--- config.mk ---
export PLATFORM = sky130hd
export DESIGN_NAME = wb_stage_buf
export DESIGN_NICKNAME = d
export VERILOG_FILES = /design/src/rtl/wb_stage_buf.sv
export SDC_FILE = /design/constraint.sdc
export NUM_CORES = 1
export LEC_CHECK = 0
export CAP_MARGIN = 25
export CORE_ASPECT_RATIO = 1.4
export CORE_MARGIN = 5
export CORE_UTILIZATION = 48
export DETAILED_ROUTE_END_ITERATION = 7
export PLACE_DENSITY = 0.92
export SKIP_CTS_REPAIR_TIMING = 1
export SLEW_MARGIN = 20
export SYNTH_ARGS = -nofsm -noshare
export SYNTH_HDL_FRONTEND = slang
export SYNTH_SLANG_ARGS = --single-unit
--- constraint.sdc ---
create_clock -name clk -period 3.98 [get_ports clk]
set_input_delay 0.796 -clock clk [delete_from_list [all_inputs] [get_ports clk]]
set_output_delay 0.796 -clock clk [all_outputs]
set_load 0.02 [all_outputs]
--- src/rtl/wb_stage_buf.sv ---
// wb_stage_buf: registered write-back stage with a 2-entry skid FIFO.
//
// Purpose:
//   Picks the write-back value for each retiring instruction and queues it
//   for the register file write port. The value is the ALU result, the
//   extracted and extended load data, or the call link value (pc + PC_INC).
//   The 2-entry FIFO lets the register file back-pressure the stage. The
//   youngest buffered result is exposed for forwarding, and a wrapping
//   counter tracks retired instructions.
//
// Ports:
//   clk, rst          clock (rising edge), asynchronous active-high reset
//   in_*              instruction from the memory stage (valid/ready handshake)
//   wr_en/addr/data   register file write request, head of the FIFO
//   wr_ready          register file accepts the head write this cycle
//   fwd_*             youngest buffered entry (zero when empty)
//   retire_count      instructions retired (writes popped plus non-writing accepts)
module wb_stage_buf #(
  parameter int DATA_W     = 32,
  parameter int REG_ADDR_W = 4,
  parameter int LINK_REG   = 15,
  parameter int PC_INC     = 4,
  parameter int CNT_W      = 32
) (
  input  logic                  clk,
  input  logic                  rst,
  input  logic                  in_valid,
  output logic                  in_ready,
  input  logic                  in_iswb,
  input  logic                  in_iscall,
  input  logic                  in_isld,
  input  logic [1:0]            in_ld_size,
  input  logic                  in_ld_unsigned,
  input  logic [1:0]            in_ld_offset,
  input  logic [REG_ADDR_W-1:0] in_rd,
  input  logic [DATA_W-1:0]     in_aluresult,
  input  logic [DATA_W-1:0]     in_ldresult,
  input  logic [DATA_W-1:0]     in_pc,
  input  logic                  wr_ready,
  output logic                  wr_en,
  output logic [REG_ADDR_W-1:0] wr_addr,
  output logic [DATA_W-1:0]     wr_data,
  output logic                  fwd_valid,
  output logic [REG_ADDR_W-1:0] fwd_addr,
  output logic [DATA_W-1:0]     fwd_data,
  output logic [CNT_W-1:0]      retire_count
);

  // FIFO state: two entries addressed by a head pointer plus an occupancy count.
  logic [1:0]            count_q, count_d;
  logic                  head_q, head_d;
  logic [REG_ADDR_W-1:0] addr_q [2];
  logic [REG_ADDR_W-1:0] addr_d [2];
  logic [DATA_W-1:0]     data_q [2];
  logic [DATA_W-1:0]     data_d [2];
  logic [CNT_W-1:0]      retire_q, retire_d;

  logic                  accept, push, pop, accept_nowb;
  logic                  tail_idx, young_idx;
  logic [7:0]            ld_byte;
  logic [15:0]           ld_half;
  logic [DATA_W-1:0]     ld_data;
  logic [REG_ADDR_W-1:0] new_addr;
  logic [DATA_W-1:0]     new_data;

  // in_ready is a function of registered occupancy only, so wr_ready never
  // reaches it combinationally.
  assign in_ready    = (count_q != 2'd2);
  assign wr_en       = (count_q != 2'd0);
  assign accept      = in_valid && in_ready;
  assign push        = accept && in_iswb;
  assign accept_nowb = accept && !in_iswb;
  assign pop         = wr_en && wr_ready;

  // With one entry the tail slot is the one after head; otherwise it is head.
  assign tail_idx  = head_q ^ (count_q == 2'd1);
  assign young_idx = (count_q == 2'd2) ? ~head_q : head_q;

  assign wr_addr      = wr_en ? addr_q[head_q] : '0;
  assign wr_data      = wr_en ? data_q[head_q] : '0;
  assign fwd_valid    = wr_en;
  assign fwd_addr     = wr_en ? addr_q[young_idx] : '0;
  assign fwd_data     = wr_en ? data_q[young_idx] : '0;
  assign retire_count = retire_q;

  // Sub-word load extraction from bits [31:0].
  always_comb begin
    ld_byte = 8'd0;
    ld_data = in_ldresult;
    case (in_ld_offset)
      2'd0:    ld_byte = in_ldresult[7:0];
      2'd1:    ld_byte = in_ldresult[15:8];
      2'd2:    ld_byte = in_ldresult[23:16];
      default: ld_byte = in_ldresult[31:24];
    endcase
    // Halfword alignment ignores offset bit 0.
    ld_half = in_ld_offset[1] ? in_ldresult[31:16] : in_ldresult[15:0];
    case (in_ld_size)
      2'd0:    ld_data = {{(DATA_W-8){ld_byte[7] & ~in_ld_unsigned}}, ld_byte};
      2'd1:    ld_data = {{(DATA_W-16){ld_half[15] & ~in_ld_unsigned}}, ld_half};
      default: ld_data = in_ldresult;  // word; upper bits pass through
    endcase
  end

  // Source select: call beats load beats ALU.
  always_comb begin
    new_addr = in_rd;
    new_data = in_aluresult;
    if (in_iscall) begin
      new_addr = REG_ADDR_W'(LINK_REG);
      new_data = in_pc + DATA_W'(PC_INC);
    end else if (in_isld) begin
      new_data = ld_data;
    end
  end

  always_comb begin
    count_d  = count_q;
    head_d   = head_q;
    retire_d = retire_q + CNT_W'(pop) + CNT_W'(accept_nowb);
    for (int i = 0; i < 2; i++) begin
      addr_d[i] = addr_q[i];
      data_d[i] = data_q[i];
    end
    case ({push, pop})
      2'b10:   count_d = count_q + 2'd1;
      2'b01:   count_d = count_q - 2'd1;
      default: count_d = count_q;
    endcase
    if (pop) begin
      head_d = ~head_q;
    end
    // A push into EMPTY lands in the head slot and cannot be popped this edge
    // because pop needs a registered valid entry.
    if (push) begin
      addr_d[tail_idx] = new_addr;
      data_d[tail_idx] = new_data;
    end
  end

  always_ff @(posedge clk or posedge rst) begin
    if (rst) begin
      count_q  <= 2'd0;
      head_q   <= 1'b0;
      retire_q <= '0;
      for (int i = 0; i < 2; i++) begin
        addr_q[i] <= '0;
        data_q[i] <= '0;
      end
    end else begin
      count_q  <= count_d;
      head_q   <= head_d;
      retire_q <= retire_d;
      for (int i = 0; i < 2; i++) begin
        addr_q[i] <= addr_d[i];
        data_q[i] <= data_d[i];
      end
    end
  end

endmodule

# == Yosys cells after proc, flatten, opt, wreduce, memory -nomap -nowiden ==
# Cells that the tools add are included.
# word_totals
ff_bits,107
in_bits,112
output_inout_bits,107
wordCells,72
# classes
bitwise_logic,8
n_addsub,5
n_eq_ne,8
order_cmp,4
n_mux,30
reduce_logical,10
# op_table
operator,count
2-to-1 mux 32 bit,11
adder 32 x 1 -> 32 bit,2
bitwise mux 64 bit,1
one-hot mux 32 bit (2 select lines),1
2-to-1 mux 4 bit,10
"adder 32 x 3 -> 32 bit, second input constant",1
demux 32 bit (select 1 bit),1
one-hot mux 8 bit (3 select lines),1
2-to-1 mux 16 bit,1
bitwise mux 8 bit,1
"== test 2 x 1 -> 1 bit, second input constant",4
"== test 2 bit, second input constant",3
"greater-or-equal comparator 2 bit, second input constant",3
NOT 1 -> 2 bit,3
logical AND 1 bit,5
demux 4 bit (select 1 bit),1
logical NOT 2 bit,2
one-hot mux 2 bit (2 select lines),1
nonzero test 2 bit,2
"adder 2 x 1 -> 2 bit, second input constant",1
bitwise AND 1 bit,2
"< comparator 2 x 1 -> 1 bit, second input constant",1
"inequality test 2 bit, second input constant",1
NOT 1 bit,2
4 further kinds,4

# == Longest topological paths before layout ==
# depth
depth_word,8
ltp_mapped,9

# == Least setup slack after synthesis ==
# Ideal clock, no wire load.
# synth_timing
path_type,flip-flop to output port
start,register head_q
end,output wr_data[12]
stages_incl_launch_ff,6
arrival_time_ns,1.880
n_path_buf,3
required_ns,3.184
slack_ns,1.304
cell_sequence,dfrtp_1 clkbuf_1 buf_1 buf_1 mux2i_1 nor2_1
# synth_between
elab_chain_len,5
# synth_lines
element,line,source
from (decl),51,"logic head_q, head_d;"
from (signal assigned),144,head_q <= 1'b0;
from (signal assigned),152,head_q <= head_d;
NOT 1 -> 2 bit (not written as such),80,assign wr_data = wr_en ? data_q[head_q] : '0;
2-to-1 mux 32 bit (not written as such) (3 in a row),80,
2-to-1 mux 32 bit,80,
to (decl),42,"output logic [DATA_W-1:0] wr_data,"
# No other way between the ends. The select of a mux whose other input is x is not followed.

# == Worst setup path in the final report ==
# layout_timing
start,register count_q[0]
end,output fwd_data[20]
# layout_between
elab_chain_len,7
# layout_lines
element,line,source
from (decl),50,"logic [1:0] count_q, count_d;"
from (signal assigned),151,count_q <= count_d;
== test 2 bit,77,assign young_idx = (count_q == 2'd2) ? ~head_q : head_q;
2-to-1 mux 1 bit,77,
NOT 1 -> 2 bit (not written as such),83,assign fwd_data = wr_en ? data_q[young_idx] : '0;
2-to-1 mux 32 bit (not written as such) (3 in a row),83,
2-to-1 mux 32 bit (*),83,
to (decl),45,"output logic [DATA_W-1:0] fwd_data,"
# Every way passes the cells marked *; elsewhere a longest branch is shown, timed or not. The select of a mux whose other input is x is not followed.

==> impl_metrics.py <==
metrics = {
    "clock_tree": {
        "htreeDepth": 3,
        "clockBufferDepth": 2,
        "cts-root-buf": "clkbuf_16",
        "cts.clk_slew.worst_paths_ps": 80,
        "clkSinkCount": 107,
        "cts_tree": "built",
        "cts_buffers": 9,
        "clk_latency_ps": 340,
    },
    "sta": {
        "hold_ws_ps": 475,
        "setup_viol": 0,
        "min_period_ps": 3580,
        "hold_violations": 0,
        "finalClockSkew_ps": 9.49,
        "drv_slew": 0,
        "period_share": 0.899,
        "slew_headroom": 0.468,
        "tns_ps": 0,
        "worst_pin_slew_ps": 796,
        "rsz0062_at_grt": "no",
        "maxClockFrequency_mhz": 280,
    },
    "critical_path": {
        "crit_chain": "inv_1, ha_1, xor2_2, buf_4, nand2_1, a21oi_1, clkdlybuf4s50_1",
        "startpoint_type": "flop",
        "path_class": "flop to output port",
        "crit_arrival_ps": 2780,
        "critPathMaxFanout": 21,
        "cp-end-kind": "output port",
        "cp.buffers_inverters": 3,
        "required_ps": 3180,
        "cpLargestDelayFamily": "buffers and inverters",
        "cpPeakStageDelay_ps": 680,
        "critPathSlowestCell": "clkdlybuf4s50_1",
    },
    "route": {
        "drtIter0Drc": 705,
        "wire_per_inst_um": 20.7,
        "via_count": 7560,
        "wl_um": 26100,
        "vias_per_cell": 6.01,
        "drc": 0,
        "first_pass_iters": 5,
        "ant_nets": 0,
    },
    "yosys": {
        "yosysSeqAreaShare": 0.365,
        "netlist_instances": 869,
        "synth_area_mm2": 0.00734,
        "synth_nets": 988,
        "synth-seq-cells": 107,
        "avgSynthCellArea_um2": 8.45,
        "synth_top_flop_cell": "dfrtp_1",
        "synth_edf_count": 0,
        "synthDistinctLibCells": 57,
        "synth_warnings": 0,
        "synthArstFlopShare": 1.00,
    },
    "floorplanning": {
        "die_height_um": 156,
        "rows": 53,
        "ios": 219,
        "core_mm2": 0.0151,
        "initial_core_util": 0.488,
        "die-area_mm2": 0.0179,
        "dieWidth_um": 115,
    },
    "cells_and_area": {
        "syn_to_final_growth_pct": 37.3,
        "fillers": 1146,
        "final_core_util": 0.670,
        "antennaDiodeCount": 0,
        "drive_gt1_frac": 0.0920,
        "nNetsFinal": 1179,
        "final_cells": 1257,
    },
    "run_status": {
        "status": "completed",
    },
    "grt": {
        "overflow": 0,
        "grt_usage": 0.287,
        "grt_max_degree": 64,
        "grt_pass1_wl_um": 41000,
        "grt_pass1_vias": 7691,
        "antenna_found_initial": 0,
    },
    "pwr": {
        "power.density_mw_per_mm2": 784,
        "vdd_drop_max_uv": 818,
        "leakage_nw": 4.18,
    },
    "place": {
        "gp_congestion": 0.957,
        "dpl.hpwl_um": 19600,
        "io_buffers": 218,
        "place_inst": 1241,
    },
    "flow_run": {
        "maxCapViolCount": 0,
    },
    "min_path": {
        "hp-class": "flop to flop",
    },
}
## final timing paths
check                            startpoint                to  slack [ps]  cells past startpoint
setup / recovery                 count_q[0]      fwd_data[20]         400                      7
hold / removal             retire_count[31]  retire_count[31]         470                      1
setup reg to reg                 count_q[0]  retire_count[28]         780                      9
hold reg to reg            retire_count[31]  retire_count[31]         470                      1
max in group asynchronous               rst  retire_count[19]        2290                      3
min in group asynchronous               rst  retire_count[29]         960                      2
## sequential cells by signal, indices dropped and copies added (netlist names)
name          cells
addr_q            8
count_q           2
data_q           64
head_q            1
retire_count     32
## Yosys cell counts (17+ instances only)
cell type  number  share of area
a31oi_1        24          0.020
nand3_1        22          0.015
nor2_1        113          0.058
a21oi_1        69          0.047
o21ai_0        20          0.014
mux2_2         41          0.063
nor2b_1        17          0.014
nand4_1        21          0.018
clkbuf_1       53          0.027
xnor2_1        32          0.038
mux2i_1        50          0.068
nand2_1       119          0.061
dfrtp_1       107           0.36
## layout by cell type (no fill, tap or decap), types with 6 or more instances in the layout
| cell type | n |
|---|---|
| a211o_1 | 9 |
| a31oi_1 | 24 |
| nor2b_1 | 17 |
| nand2_1 | 119 |
| clkbuf_16 | 9 |
| o31a_1 | 7 |
| nor2_1 | 111 |
| mux2i_1 | 50 |
| inv_1 | 11 |
| xnor2_1 | 31 |
| nor4_1 | 11 |
| nand3_1 | 22 |
| dfrtp_1 | 106 |
| nand2b_1 | 6 |
| a21oi_1 | 69 |
| a221oi_1 | 6 |
| nor3_1 | 8 |
| mux2_2 | 41 |
| clkdlybuf4s50_1 | 217 |
| xor2_1 | 14 |
| and3b_1 | 6 |
| a311oi_1 | 7 |
| and3_1 | 6 |
| o21ai_0 | 20 |
| buf_4 | 23 |
| and4_1 | 13 |
| nand4_1 | 21 |
## stage by stage
stage          cell area [µm²]  power, mW  setup slack, ps
2_1_floorplan             7340       4.64              367
3_3_place_gp              9760       6.75              595
3_5_place_dp              9760       6.89              413
4_1_cts                  10100       7.89              409
5_1_grt                  10100       8.34              303
6_report                 10100       7.91              403
## cell type report
| class | count | area [µm²] | share of cell area |
|---|---|---|---|
| clock buffer | 10 | 239 | 0.0237 |
| clock inverter | 6 | 80.1 | 0.00794 |
| inverter | 12 | 47.5 | 0.00472 |
| multi-input combinational | 687 | 4400 | 0.437 |
| sequential | 107 | 2680 | 0.266 |
| tap | 192 | 240 | 0.0238 |
| timing repair buffer | 243 | 2390 | 0.237 |
## cells by family (layout without fill, tap and decap cells)
| logic type | count (synthesis) | in the layout | synth area share |
|---|---|---|---|
| compound gates | 182 | 182 | 0.161 |
| xor+xnor | 47 | 47 | 0.0561 |
| fa+ha+maj | 7 | 7 | 0.0130 |
| buf+inv | 75 | 271 | 0.0396 |
| flops | 107 | 107 | 0.365 |
| mux | 92 | 92 | 0.134 |
| simple gates | 359 | 359 | 0.232 |
## where the power goes
| group | switching [mW] | internal (mW) | total (mW) | leakage [nW] |
|---|---|---|---|---|
| sequential | 0.426 | 1.51 | 1.93 | 1.30 |
| combinational | 2.76 | 2.27 | 5.03 | 2.73 |
| clock | 0.420 | 0.519 | 0.939 | 0.158 |
## worst reg2reg max path: stages, from the launching register on
cell and delay (ps):
dfrtp_1 390, inv_1 90, ha_2 320, nor2b_1 360
fa_1 360, ha_1 280, nand4_1 230, nor3_1 640
nand3_1 250, xnor2_1 170
## routing by layer
metal	vias up	global-route usage	part of all wire
met5	-	0	0
met4	0	0.169	0.068
met1	3594	0.343	0.37
li1	3494	-	-
met2	372	0.493	0.50
met3	100	0.0352	0.054
Power figures use the tool's default switching activity.
